File: config.mk
export PLATFORM = sky130hd
export DESIGN_NAME = traffic_light_monitor
export DESIGN_NICKNAME = d
export VERILOG_FILES = /design/src/rtl/traffic_pkg.sv /design/src/rtl/dwell_counter.sv /design/src/rtl/traffic_light_monitor.sv
export SDC_FILE = /design/constraint.sdc
export NUM_CORES = 1
export LEC_CHECK = 0
export BUFFER_PORTS_ARGS = -buffer_cell sky130_fd_sc_hd__buf_2
export CAP_MARGIN = 20
export CORE_UTILIZATION = 37
export DETAILED_ROUTE_END_ITERATION = 6
export HOLD_SLACK_MARGIN = 0.06
export PLACE_DENSITY = 0.55
export SLEW_MARGIN = 20
export SYNTH_ARGS = -nofsm -noshare
export SYNTH_HDL_FRONTEND = slang
export SYNTH_SLANG_ARGS = --single-unit
export TNS_END_PERCENT = 1
File: constraint.sdc
create_clock -name clk -period 5.61 [get_ports clk]
set_clock_uncertainty 0.2 [all_clocks]
set_input_delay 0.8415 -clock clk [delete_from_list [all_inputs] [get_ports clk]]
set_output_delay 0.8415 -clock clk [all_outputs]
set_load 0.05 [all_outputs]
File: src/rtl/traffic_pkg.sv
// Shared definitions for the traffic light monitor.
//   - Lamp encodings (one-hot, bit 0 = Green, bit 1 = Yellow, bit 2 = Red).
//   - Fault codes reported on fault_code.
//   - Monitor FSM state type.
//   - Small helpers: one-hot test, illegal colour step test, dwell limit lookup.
package traffic_pkg;

    localparam logic [2:0] GREEN  = 3'b001;
    localparam logic [2:0] YELLOW = 3'b010;
    localparam logic [2:0] RED    = 3'b100;
    localparam logic [2:0] OFF    = 3'b000;

    typedef enum logic [2:0] {
        NONE     = 3'd0,
        ILLEGAL  = 3'd1,
        CONFLICT = 3'd2,
        DWELL    = 3'd3,
        SEQUENCE = 3'd4
    } fault_code_t;

    typedef enum logic {
        NORMAL = 1'b0,
        FLASH  = 1'b1
    } state_t;

    function automatic logic is_onehot(input logic [2:0] v);
        return (v == GREEN) || (v == YELLOW) || (v == RED);
    endfunction

    // Skipping a colour in the G -> Y -> R -> G cycle is a sequence error.
    function automatic logic bad_step(input logic [2:0] prev, input logic [2:0] cur);
        return ((prev == GREEN)  && (cur == RED))    ||
               ((prev == YELLOW) && (cur == GREEN))  ||
               ((prev == RED)    && (cur == YELLOW));
    endfunction

    // Red has no dwell limit; 15 can never be exceeded by a saturating 4-bit count.
    function automatic logic [3:0] dwell_limit(input logic [2:0] colour,
                                               input int         max_green,
                                               input int         max_yellow);
        if (colour == GREEN)
            return 4'(max_green);
        else if (colour == YELLOW)
            return 4'(max_yellow);
        else
            return 4'd15;
    endfunction

endpackage

File: src/rtl/dwell_counter.sv
// Counts consecutive cycles one direction shows the same colour and flags
// when a Green or Yellow run would exceed its limit.
// Ports:
//   clk, rst     clock, asynchronous active-high reset
//   clear        zero the count and forget the last colour
//   colour [3]   lamp command sampled this cycle
//   limit  [4]   maximum legal run length for the current colour
//   over_limit   current sample makes the run longer than limit
module dwell_counter
    import traffic_pkg::*;
(
    input  logic       clk,
    input  logic       rst,
    input  logic       clear,
    input  logic [2:0] colour,
    input  logic [3:0] limit,
    output logic       over_limit
);

    logic [3:0] count_reg;
    logic [2:0] colour_reg;
    logic [4:0] count_now;
    logic [3:0] count_next;

    // Run length including the current sample; a zero count means no history,
    // so the first sample of any colour starts a fresh run at 1.
    always_comb begin
        count_now = 5'd1;
        if ((colour == colour_reg) && (count_reg != 4'd0))
            count_now = {1'b0, count_reg} + 5'd1;
        count_next = count_now[4] ? 4'd15 : count_now[3:0];
        over_limit = ((colour == GREEN) || (colour == YELLOW)) &&
                     (count_now > {1'b0, limit});
    end

    always_ff @(posedge clk or posedge rst) begin
        if (rst) begin
            count_reg  <= 4'd0;
            colour_reg <= OFF;
        end else if (clear) begin
            count_reg  <= 4'd0;
            colour_reg <= OFF;
        end else begin
            count_reg  <= count_next;
            colour_reg <= colour;
        end
    end

endmodule

File: src/rtl/traffic_light_monitor.sv
// Safety monitor between a traffic light controller and the lamp drivers.
// In NORMAL the lamp commands pass through with one cycle of latency. Any
// illegal, conflicting, over-long or out-of-sequence command latches a fault
// and switches both directions to flashing Red until a clear request arrives
// together with a safe command pair.
// Optional feature: define MONITOR_DWELL_CHECK_EN to build the per-direction
// dwell counters and report code 3 (DWELL); without it MAX_GREEN/MAX_YELLOW
// are unused.
// Parameters:
//   MAX_GREEN   longest legal Green run (1..14)
//   MAX_YELLOW  longest legal Yellow run (1..14)
//   FLASH_DIV   cycles per half-period of the fault flash (1..15)
// Ports:
//   clk, rst          clock, asynchronous active-high reset
//   light_a, light_b  controller lamp commands (001 G, 010 Y, 100 R)
//   clr_fault         request to leave the fault state
//   lamp_a, lamp_b    registered lamp drive
//   fault             fault latched (FLASH state)
//   fault_code        cause of the latched fault
module traffic_light_monitor
    import traffic_pkg::*;
#(
    parameter int MAX_GREEN  = 6,
    parameter int MAX_YELLOW = 2,
    parameter int FLASH_DIV  = 2
) (
    input  logic       clk,
    input  logic       rst,
    input  logic [2:0] light_a,
    input  logic [2:0] light_b,
    input  logic       clr_fault,
    output logic [2:0] lamp_a,
    output logic [2:0] lamp_b,
    output logic       fault,
    output logic [2:0] fault_code
);

    state_t      state_reg,   state_next;
    fault_code_t code_reg,    code_next;
    logic [2:0]  lamp_a_reg,  lamp_a_next;
    logic [2:0]  lamp_b_reg,  lamp_b_next;
    logic [2:0]  prev_a_reg,  prev_a_next;
    logic [2:0]  prev_b_reg,  prev_b_next;
    logic        hist_reg,    hist_next;
    logic [3:0]  div_reg,     div_next;
    logic        phase_reg,   phase_next;

    logic        illegal;
    logic        conflict;
    logic        dwell_hit;
    logic        seq_hit;
    logic        clear_ok;
    fault_code_t detected;

    // ------------------------------------------------------------------
    // Dwell checking
    // ------------------------------------------------------------------
`ifdef MONITOR_DWELL_CHECK_EN
    logic [2:0] dir_light [2];
    logic [1:0] dir_over;

    assign dir_light[0] = light_a;
    assign dir_light[1] = light_b;

    generate
        for (genvar gi = 0; gi < 2; gi++) begin : g_dwell
            dwell_counter u_dwell (
                .clk        (clk),
                .rst        (rst),
                // Counters only run in NORMAL, so leaving FLASH starts fresh runs.
                .clear      (state_reg == FLASH),
                .colour     (dir_light[gi]),
                .limit      (dwell_limit(dir_light[gi], MAX_GREEN, MAX_YELLOW)),
                .over_limit (dir_over[gi])
            );
        end
    endgenerate

    assign dwell_hit = |dir_over;
`else
    assign dwell_hit = 1'b0;
`endif

    // ------------------------------------------------------------------
    // Fault detection on the current sample
    // ------------------------------------------------------------------
    always_comb begin
        illegal  = !is_onehot(light_a) || !is_onehot(light_b);
        conflict = !illegal && (light_a != RED) && (light_b != RED);
        seq_hit  = hist_reg && (bad_step(prev_a_reg, light_a) ||
                                bad_step(prev_b_reg, light_b));
        clear_ok = clr_fault && !illegal && !conflict;

        if (illegal)
            detected = ILLEGAL;
        else if (conflict)
            detected = CONFLICT;
        else if (dwell_hit)
            detected = DWELL;
        else if (seq_hit)
            detected = SEQUENCE;
        else
            detected = NONE;
    end

    // ------------------------------------------------------------------
    // Next-state and output logic
    // ------------------------------------------------------------------
    always_comb begin
        state_next  = state_reg;
        code_next   = code_reg;
        lamp_a_next = lamp_a_reg;
        lamp_b_next = lamp_b_reg;
        prev_a_next = prev_a_reg;
        prev_b_next = prev_b_reg;
        hist_next   = hist_reg;
        div_next    = div_reg;
        phase_next  = phase_reg;

        case (state_reg)
            NORMAL: begin
                if (detected != NONE) begin
                    // The offending sample is replaced by the first Red phase.
                    state_next  = FLASH;
                    code_next   = detected;
                    lamp_a_next = RED;
                    lamp_b_next = RED;
                    hist_next   = 1'b0;
                    div_next    = 4'd0;
                    phase_next  = 1'b0;
                end else begin
                    lamp_a_next = light_a;
                    lamp_b_next = light_b;
                    prev_a_next = light_a;
                    prev_b_next = light_b;
                    hist_next   = 1'b1;
                end
            end

            FLASH: begin
                hist_next = 1'b0;
                if (clear_ok) begin
                    // The clearing sample is safe, so it drives the lamps
                    // directly; sequence history restarts from the next sample.
                    state_next  = NORMAL;
                    code_next   = NONE;
                    lamp_a_next = light_a;
                    lamp_b_next = light_b;
                    div_next    = 4'd0;
                    phase_next  = 1'b0;
                end else if (div_reg == 4'(FLASH_DIV - 1)) begin
                    div_next    = 4'd0;
                    phase_next  = !phase_reg;
                    // New phase 1 is dark, phase 0 is Red.
                    lamp_a_next = phase_reg ? RED : OFF;
                    lamp_b_next = phase_reg ? RED : OFF;
                end else begin
                    div_next    = div_reg + 4'd1;
                end
            end

            default: begin
                state_next = NORMAL;
            end
        endcase
    end

    always_ff @(posedge clk or posedge rst) begin
        if (rst) begin
            state_reg  <= NORMAL;
            code_reg   <= NONE;
            lamp_a_reg <= RED;
            lamp_b_reg <= RED;
            prev_a_reg <= OFF;
            prev_b_reg <= OFF;
            hist_reg   <= 1'b0;
            div_reg    <= 4'd0;
            phase_reg  <= 1'b0;
        end else begin
            state_reg  <= state_next;
            code_reg   <= code_next;
            lamp_a_reg <= lamp_a_next;
            lamp_b_reg <= lamp_b_next;
            prev_a_reg <= prev_a_next;
            prev_b_reg <= prev_b_next;
            hist_reg   <= hist_next;
            div_reg    <= div_next;
            phase_reg  <= phase_next;
        end
    end

    assign lamp_a     = lamp_a_reg;
    assign lamp_b     = lamp_b_reg;
    assign fault      = (state_reg == FLASH);
    assign fault_code = code_reg;

endmodule

# Yosys cells after proc, flatten, opt, wreduce, memory -nomap -nowiden

Cells that the tools add are included.

Output and inout bits: 10
Input port bits: 9
Word-level logic and storage cells: 87
Flip-flop bits (word level): 22

Add/subtract/negate cells: 1
Reduce and logical (&&, ||, !) cells: 30
Mux-type cells: 27
Eq/ne operators: 18
Bitwise logic cells: 2

Operator list:

| cell                  | number |
|---|---|
| $mux W3               | 11 |
| $pmux W3 S2           | 3 |
| $eq A3 B1 Y1 const B  | 4 |
| $eq A3 B2 Y1 const B  | 4 |
| $eq A3 B3 Y1 const B  | 4 |
| $mux W4               | 3 |
| $logic_and A1 B1 Y1   | 11 |
| $logic_or A1 B1 Y1    | 10 |
| $pmux W4 S2           | 1 |
| $mux W1               | 6 |
| $ne A3 B3 Y1 const B  | 2 |
| $pmux W1 S2           | 3 |
| $reduce_and A2 Y1     | 3 |
| $logic_not A1 Y1      | 5 |
| $add A4 B1 Y4 const B | 1 |
| $eq A4 B1 Y1 const B  | 1 |
| $ne A3 B1 Y1 const B  | 1 |
| $reduce_bool A3 Y1    | 1 |
| $ne A2 B1 Y1 const B  | 1 |
| $ne A2 B2 Y1 const B  | 1 |
| $not A1 Y1            | 2 |

# Logic depth before layout (Yosys ltp)

Gate-level depths: netlist of run 1.

Word-level depth: 13
Mapped depth: 8
Depth with buffers taken out: 7

# Worst setup path before layout of run 1

No wires, ideal clock.

Path kind: input port to flip-flop
From: in light_b[0]
To: reg prev_a_reg[2]
Buffers on the path: 3
Library setup time: 0.125 ns
Cell stages on the path: 8
Slack: 2.584 ns
Arrival: 2.701 ns
Cells stage by stage: buf_2 or4b_1 buf_2 or2_4 a211oi_4 and2_4 buf_8 mux2_4

Cells in the longest elaborated chain, start to end: 13
Elaborated cells between the ends (all ways): 24

RTL lines:

| element                                             | line                                                    | text |
|---|---|---|
| start: declaration                                  | traffic_light_monitor.sv:30                             | `input logic [2:0] light_b,` |
| $eq A3 B1 Y1 / $eq A3 B2 Y1 (equally long branches) | traffic_pkg.sv:27, traffic_pkg.sv:33, traffic_pkg.sv:34 |  |
| $logic_or A1 B1 Y1 (2 in series)                    | traffic_pkg.sv:27                                       | `return (v == GREEN) \|\| (v == YELLOW) \|\| (v == RED);` |
| $logic_not A1 Y1                                    | traffic_light_monitor.sv:88                             | `illegal = !is_onehot(light_a) \|\| !is_onehot(light_b);` |
| $logic_or A1 B1 Y1                                  | traffic_light_monitor.sv:88                             |  |
| $logic_not A1 Y1                                    | traffic_light_monitor.sv:89                             | `conflict = !illegal && (light_a != RED) && (light_b != RED);` |
| $logic_and A1 B1 Y1 (2 in series)                   | traffic_light_monitor.sv:89                             |  |
| $mux W3                                             | traffic_light_monitor.sv:96                             | `else if (conflict)` |
| $mux W3 *                                           | traffic_light_monitor.sv:94                             | `if (illegal)` |
| $reduce_bool A3 Y1 *                                | traffic_light_monitor.sv:122                            | `if (detected != NONE) begin` |
| $not A1 Y1 (no source line) *                       | --                                                      |  |
| $reduce_and A2 Y1 (no source line) *                | --                                                      |  |
| end signal: assignment                              | traffic_light_monitor.sv:184                            | `prev_a_reg <= prev_a_next;` |
| end: declaration                                    | traffic_light_monitor.sv:42                             | `logic [2:0] prev_a_reg, prev_a_next;` |

Every way passes the cells marked *; elsewhere a longest branch is shown, timed or not.
A chain may end at the register's enable or synchronous reset.

# Worst setup path after layout of run 1

From: in light_b[1]
To: reg prev_a_reg[0]

Same word-level chain as after synthesis.

==> results of run 1 <==
## final cells by class
cell class	instances	area, um^2
flip-flops and latches	22	553
well taps	46	57.6
fillers	335	1920
multi-input cells	92	701
clock inverters	1	30.0
clock buffers	3	22.5
inverters	5	18.8
repair buffers	18	90.1
## logic make-up (layout without fill, tap and decap cells)
kind of cell,Yosys count,after routing
AND/OR/NAND/NOR,44,44
AO/OA/AOI/OAI,37,37
flip-flops,22,22
adder cells (fa/ha/maj),2,2
buffers and inverters,13,27
XOR/XNOR,2,2
multiplexers,7,7
## synthesized netlist by cell type, drive strengths merged, types with 4 or more instances
cell    count
a32o        4
o211ai      5
nor4bb      4
dfrtp      20
nor3b       5
a21oi       8
buf         4
o21ai       5
nor2        7
clkbuf      4
mux2        7
inv         5
nand2       5
## per-layer routing
metal  GRT usage  routed length [um]  part of all wire
met2       0.260                1290              0.47
met1       0.226                1350              0.49
met5           0                   0                 0
met4      0.0571                  14            0.0051
met3      0.0269                  91             0.033
## worst max-delay path, stage by stage
cell and delay [ns]:
buf_2 0.16, or4b_1 0.65, or2_4 0.30, a211oi_4 0.29
and2_4 0.31, mux2_1 0.34
## power breakdown
| part | total [mW] | switching (mW) | leakage (nW) | internal [mW] |
|---|---|---|---|---|
| registers | 0.238 | 0.0329 | 0.278 | 0.205 |
| clock network | 0.122 | 0.0502 | 0.0279 | 0.0722 |
| logic | 0.226 | 0.140 | 0.354 | 0.0867 |
| total | 0.587 | 0.223 | 0.660 | 0.364 |
## worst paths after layout
path	start	end	slack, ns	depth (start not counted)
setup / recovery	light_b[1]	prev_a_reg[0]	2.72	6
hold / removal	lamp_b[2]	lamp_b[2]	0.29	2
setup reg to reg	div_reg[1]	div_reg[0]	3.43	6
hold reg to reg	lamp_b[2]	lamp_b[2]	0.29	2
max in group asynchronous	rst	fault_code[0]	4.20	2
min in group asynchronous	rst	lamp_b[1]	0.48	2
## per-stage QoR
stage | area, um^2 | setup slack (ns) | power [mW]
finish | 1470 | 2.72 | 0.587
global placement | 1420 | 2.46 | 0.466
global route | 1470 | 2.66 | 0.630
floorplan | 1320 | 2.58 | 0.422
CTS | 1470 | 2.75 | 0.596
detailed placement | 1420 | 2.42 | 0.471
==> results.md, run 1 <==
* Status: complete, no violations
* Input/output buffers at 18
* Synth Instances at 127
* Core area at 3390 um^2
* Skew-Pair Late Insertion Delay at 0.31 ns
* Power density cells at 399 nW/um^2
* Root Buffer: clkbuf_4
* Distinct cells, synth at 47
* Placed cells at 183
* Sequential-to-total area share from yosys stat at 0.418
* Yosys warning count at 0
* Slew margin rel. at 0.428
* DRT iter0 DRCs at 32
* Die X at 61.8 um
* Fmax at 0.346 GHz
* Fin util at 0.434
* Synth async-reset ratio at 1.00
* Via density at 5.64
* DR DRC count at 0
* Cts repair resizes at 0
* DP HPWL at 2000 um
* Max reg flops at 4
* Startpoint class of the critical path: primary input
* Crit end category: register
* RSZ-0062 raised after global routing: no
* Syn Std Cell Area at 1320 um^2
* Mapped Nets at 138
* Worst vdd ir at 108 uV
* Final Cycle Share at 0.515
* Final Hold Fails at 0
* CTS tree: built
* Synthesis-to-layout area growth at 11.2%
* Simple logic cell fraction of the synthesized area at 0.214
* Worst-Margin Slew at 0.857 ns
* Yosys top cell area share at 0.378
* Full die area at 3820 um^2
* Clock Path Buffers at 2
* WP data arrival at 2.89 ns
* Wire length per cell at 14.7 um
* Syn_area_per_cell at 10.4 um^2
* 1st-pass router iterations at 4
* HP Class: reg -> reg
* Die Y at 61.8 um
* Compound-cell area share of the yosys netlist at 0.213
* Most frequent cells in the layout: 20 x dfrtp_1, 18 x buf_2, 8 x a21oi_1
* Ratio of cells with drive above 1 in the final layout at 0.241
* First-pass GRT wire length at 4600 um
* DR vias at 1055
* P_leak at 0.660 nW
* Synth area leaders: dfrtp_1 38%, mux2_4 4.5%, dfstp_2 4.0%
* Most common cell after layout, fill and taps aside: dfrtp_1
* Nets at 153
* RePlAce Congestion at 0.789
* CTS buffer count at 3
* Rows at 21
* Final Max Slew Viols at 0
* H-tree levels at 1
* Mux contribution to synthesized area at 0.0709
* Synthesized flop and latch total at 22
* Largest net degree at the start of global routing at 23
* Setup_tns at 0 ns
* Setup CP Type: in -> reg
* Synth Flop Type: dfrtp_1
* Synth area leader: dfrtp_1
* Starting Density at 0.391
* Adder-Cell Fraction of Synth Area at 0.0189
* Vias in the first global route at 994
* Worst-path clk slew at 0.13 ns
* Routed Wire Length at 2750 um
* Post-CTS setup buffer count at 0
* I/O Pins at 19
* Antenna viol nets, final at 0
* Non-Filler Instances at 187
* Post-synth EDFFs at 0
* Antenna violations before repair at 0
* Tot GR Track Use at 0.164
* GR Overflow Total at 0
* Req. time, crit path at 5.61 ns
* Final setup violation count at 0
* WHS at 0.289 ns
* Antenna Cells at 0
* Minimum clock period at 2.89 ns
* Hold_buf cts at 0
* XOR/XNOR Fraction of Synth Area at 0.0132
* Top fanout value on the critical path at 12
* Max cap viols at 0
* Clock net sink count at 22
* Largest family of logic cells by synthesized area: simple AND/OR/NAND/NOR gates
(Power assumes the default switching activity.)
==> inputs of run 2 (changes only) <==
- PLACE_DENSITY: 0.55 -> 0.57
- clock period: 5.61 -> 2.3 ns (I/O delays scaled with it)
==> results.md, run 2 (synthesis gave the netlist of run 1 again) <==
* Root Buffer: clkbuf_4
* Hold Crit Start: light_a[0]
* Final setup violation count at 0
* Clock net sink count at 22
* Req. time, crit path at 2.30 ns
* Tot GR Track Use at 0.184
* Worst Hold Path EP: prev_a_reg[0]
* DR vias at 1129
* P_leak at 0.755 nW
* Final Cycle Share at 0.913
* Vias in the first global route at 1129
* Synthesis-to-layout area growth at 22.8%
* Final Hold Fails at 0
* RePlAce Congestion at 0.734
* CTS buffer count at 3
* DRT iter0 DRCs at 43
* Max cap viols at 0
* Full die area at 3820 um^2
* 1st-pass router iterations at 4
* Status: complete, no violations
* Minimum clock period at 2.10 ns
* DR DRC count at 0
* Routed Wire Length at 3180 um
* WP data arrival at 2.10 ns
* Slew margin rel. at 0.460
* Startpoint class of the critical path: primary input
* Top Metal Used: met4
* DP HPWL at 2410 um
* Starting Density at 0.391
* Crit end category: register
* Most common cell after layout, fill and taps aside: dfrtp_1
* Clock Path Buffers at 2
* Power density cells at 910 nW/um^2
* Via density at 5.45
* Max reg flops at 4
* Final Max Slew Viols at 0
* Nets at 173
* HP Class: in -> reg
* Ratio of cells with drive above 1 in the final layout at 0.329
* Worst-Margin Slew at 0.809 ns
* Antenna viol nets, final at 0
* Setup_tns at 0 ns
* Fmax at 0.476 GHz
* Post-CTS setup buffer count at 0
* Top fanout value on the critical path at 8
* Worst hold stages at 2
* Largest net degree at the start of global routing at 23
* R2R Path End: div_reg[0]
* Rows at 21
* Worst-path clk slew at 0.12 ns
* Met3 Routed Length at 142 um
* Die Y at 61.8 um
* H-tree levels at 1
* Fin util at 0.480
* GR Overflow Total at 0
* CTS tree: built
* Met1 wire length at 1500 um
* Setup CP Type: in -> reg
* Worst R2R Start: div_reg[1]
* Worst vdd ir at 476 uV
* Area of the multi-input gates at 701 um^2
* Reg2Reg Depth at 7
* Input/output buffers at 18
* I/O Pins at 19
* First-pass GRT wire length at 5110 um
* Fillers at 319
* Register area at 553 um^2
* Wire length on met2 at 1500 um
* R2R Setup Slk at 0.22 ns
* Core area at 3390 um^2
* Skew-Pair Late Insertion Delay at 0.32 ns
* Antenna violations before repair at 0
* RSZ-0062 raised after global routing: no
* Die X at 61.8 um
* Antenna Cells at 0
* Most frequent cells in the layout: 20 x dfrtp_1, 19 x buf_4, 18 x buf_2
* Wire length per cell at 15.4 um
==> run 2: cell types whose count changed in the layout (fill, tap and decap cells not counted), sizes merged <==
cell         previous run  this run
dlygate4sd3             0         1
buf                    18        37
==> run 2: repair_timing <==
item,in CTS,in global routing
endpoints found under the hold margin,20,0
gates resized for setup,0,0
hold buffers,1,0
==> run 2: worst max path at each step <==
stage | start | end
floorplan | light_b[0] | prev_a_reg[2]
global placement | light_a[2] | prev_a_reg[1]
detailed placement | light_a[2] | prev_a_reg[0]
CTS | light_a[2] | prev_a_reg[0]
global route | div_reg[1] | div_reg[0]
finish | light_a[2] | prev_a_reg[0]
==> run 2: area by class of cell <==
type                    count  share of cell area
multi-input cells          92               0.431
flip-flops and latches     22               0.340
repair buffers             38               0.149
well taps                  46              0.0354
clock inverters             1              0.0185
clock buffers               3              0.0139
inverters                   5              0.0115
==> run 2: stage by stage <==
step	power, mW	hold WS [ns]	instance area, um^2	setup WS, ns	instances
3_5_place_dp	1.19	0.276	1560	-0.133	202
4_1_cts	1.49	0.146	1630	0.209	207
3_3_place_gp	1.17	0.271	1560	-0.0856	202
5_1_grt	1.58	0.158	1630	0.130	207
6_report	1.48	0.155	1630	0.201	207
2_1_floorplan	1.03	0.133	1320	-0.229	127
==> run 2: worst max-delay path, stage by stage <==
cell and delay, ns:
buf_2 0.10, or4b_1 0.57, or2_4 0.27, a211oi_4 0.21, and2_4 0.26, mux2_1 0.34
==> run 2: per-layer routing <==
layer	global-route usage	vias up
li1	-	546
met5	0	-
met4	0.0571	0
met3	0.0518	8
met1	0.225	546
met2	0.312	29
==> run 2: where the power goes <==
group	switching (mW)	internal [mW]	leakage [nW]
Clock	0.124	0.176	0.0279
Sequential	0.0837	0.501	0.278
Combinational	0.354	0.241	0.449
==> inputs of run 3 (changes only) <==
- ABC_AREA: not set -> 1
==> results.md, run 3 <==
* Clock net sink count at 22
* Syn Std Cell Area at 1230 um^2
* Sequential-to-total area share from yosys stat at 0.448
* WP data arrival at 1.37 ns
* H-tree levels at 1
* Synthesized flop and latch total at 22
* Fmax at 0.523 GHz
* Synth Instances at 151
* Synth area leader: dfrtp_1
* XOR/XNOR Fraction of Synth Area at 0.0142
* Final setup violation count at 0
* Crit end category: primary output
* Ordered cell list for the critical path: buf_2
* Most frequent cells in the layout: 33 x nand2_1, 25 x nand3_1, 20 x dfrtp_1
* Post-synth EDFFs at 0
* Simple logic cell fraction of the synthesized area at 0.372
* Antenna Cells at 0
* R2R Setup Slk at 0.46 ns
* Wire length on met2 at 1170 um
* Synth Flop Type: dfrtp_1
* RSZ-0062 raised after global routing: no
* HP Class: in -> reg
* Non-Filler Instances at 216
* Largest net degree at the start of global routing at 23
* Slew margin rel. at 0.656
* DRT iter0 DRCs at 54
* DP HPWL at 1930 um
* Hold_buf cts at 1
* Nets at 184
* Via density at 4.79
* Clock Path Buffers at 2
* Placed cells at 211
* Routed Wire Length at 2580 um
* Hold Crit Start: light_a[0]
* Most common cell after layout, fill and taps aside: nand2_1
* Met1 wire length at 1280 um
* Antenna violations before repair at 0
* Largest family of logic cells by synthesized area: simple AND/OR/NAND/NOR gates
* Top Metal Used: met4
* Critical path's slowest cell: dfrtp_1
* Input/output buffers at 18
* Final Cycle Share at 0.831
* Worst vdd ir at 433 uV
* Reg2Reg Depth at 10
* 1st-pass router iterations at 5
* Yosys top cell area share at 0.405
* Largest stage delay, worst path at 0.69 ns
* Final Max Slew Viols at 0
* Vias in the first global route at 982
* Synth async-reset ratio at 1.00
* Ratio of cells with drive above 1 in the final layout at 0.297
* Antenna viol nets, final at 0
* Setup CP Type: reg -> out
* Synth area leaders: dfrtp_1 41%, nand3_1 10%, nand2_1 10%
* Adder-Cell Fraction of Synth Area at 0.0203
* Distinct cells, synth at 24
* Worst hold stages at 3
* Power density cells at 887 nW/um^2
* Top fanout value on the critical path at 13
* Compound-cell area share of the yosys netlist at 0.0638
* Mapped Nets at 162
* Synth top cells by count: 33 x nand2_1, 25 x nand3_1, 20 x dfrtp_1, 17 x inv_1, 13 x nor2_1
* Cell family with most CP delay: flip-flops
* Core area at 3100 um^2
* Mux contribution to synthesized area at 0
* R2R Path End: lamp_a[1]
* Minimum clock period at 1.91 ns
* CTS tree: built
* P_leak at 0.745 nW
* Starting Density at 0.398
* CTS buffer count at 3
* DR vias at 1034
* Tot GR Track Use at 0.172
* Wire length per cell at 11.9 um
* Die X at 59.8 um
* Met3 Routed Length at 107 um
* Skew-Pair Late Insertion Delay at 0.31 ns
* Worst-path clk slew at 0.13 ns
* First-pass GRT wire length at 4520 um
* Worst R2R Start: prev_b_reg[1]
* Fin area at 1410 um^2
* Cts repair resizes at 0
* I/O Pins at 19
* Die Y at 59.8 um
* Max cap viols at 0
* Worst Hold Path EP: lamp_a[0]
* RePlAce Congestion at 0.824
* Area post-placement at 1360 um^2
* Worst-Margin Slew at 0.516 ns
* Final Hold Fails at 0
* Startpoint class of the critical path: register
* Status: complete, no violations
* Syn_area_per_cell at 8.18 um^2
* Count leader, synth: nand2_1
* Max reg flops at 4
* Root Buffer: clkbuf_4
* Full die area at 3570 um^2
* Setup_tns at 0 ns
* Synthesis-to-layout area growth at 14.0%
* Yosys warning count at 0
* Post-CTS setup buffer count at 0
* Power Total at 1.25 mW
* CP bufs+invs at 1
* Req. time, crit path at 1.75 ns
* Rows at 20
* Fillers at 335
* GR Overflow Total at 0
* WHS at 0.103 ns
* DR DRC count at 0
## run 3: cell families (layout without fill, tap and decap cells)
| family | count (synthesis) | after routing |
|---|---|---|
| DFF | 22 | 22 |
| xor gates and xnor gates | 2 | 2 |
| buffers and inverters | 23 | 44 |
| and+or+nand+nor | 91 | 91 |
| AOI/OAI and AO/OA | 11 | 11 |
| adders and majority gates | 2 | 2 |
## run 3: metal layers
metal  vias up  global-route usage
met1       482               0.246
met4         0              0.0698
met5         -                   0
li1        524                   -
met2        26               0.265
met3         2              0.0195
## run 3: how the worst max path moves through the flow
stage	start	to	slack, ns	depth (start not counted)
global placement	light_a[1]	lamp_a[1]	0.35	11
CTS	fault	fault	0.38	1
global route	prev_b_reg[0]	lamp_a[1]	0.26	10
floorplan	fault	lamp_a[0]	0.56	5
detailed placement	light_a[1]	lamp_a[1]	0.26	11
finish	fault	fault	0.39	1
## run 3: area by class of cell
class	count	area (um^2)	area share
Clock buffer	4	36.3	0.0258
Inverter	20	75.1	0.0533
Multi-Input combinational cell	106	581	0.412
Sequential cell	22	553	0.393
Tap cell	44	55.1	0.0391
Timing Repair Buffer	20	108	0.0764
## run 3: per-stage QoR
step | worst slack (ns) | util
floorplan | 0.559 | -
global placement | 0.352 | 0.439
detailed placement | 0.257 | 0.439
CTS | 0.382 | 0.454
global route | 0.257 | 0.454
finish | 0.388 | 0.454
## run 3: where the power goes
part / total (mW) / switching [mW] / internal (mW)
sequential: 0.537 / 0.0555 / 0.481
clock: 0.221 / 0.124 / 0.0967
combinational: 0.491 / 0.327 / 0.164
total: 1.25 / 0.507 / 0.742
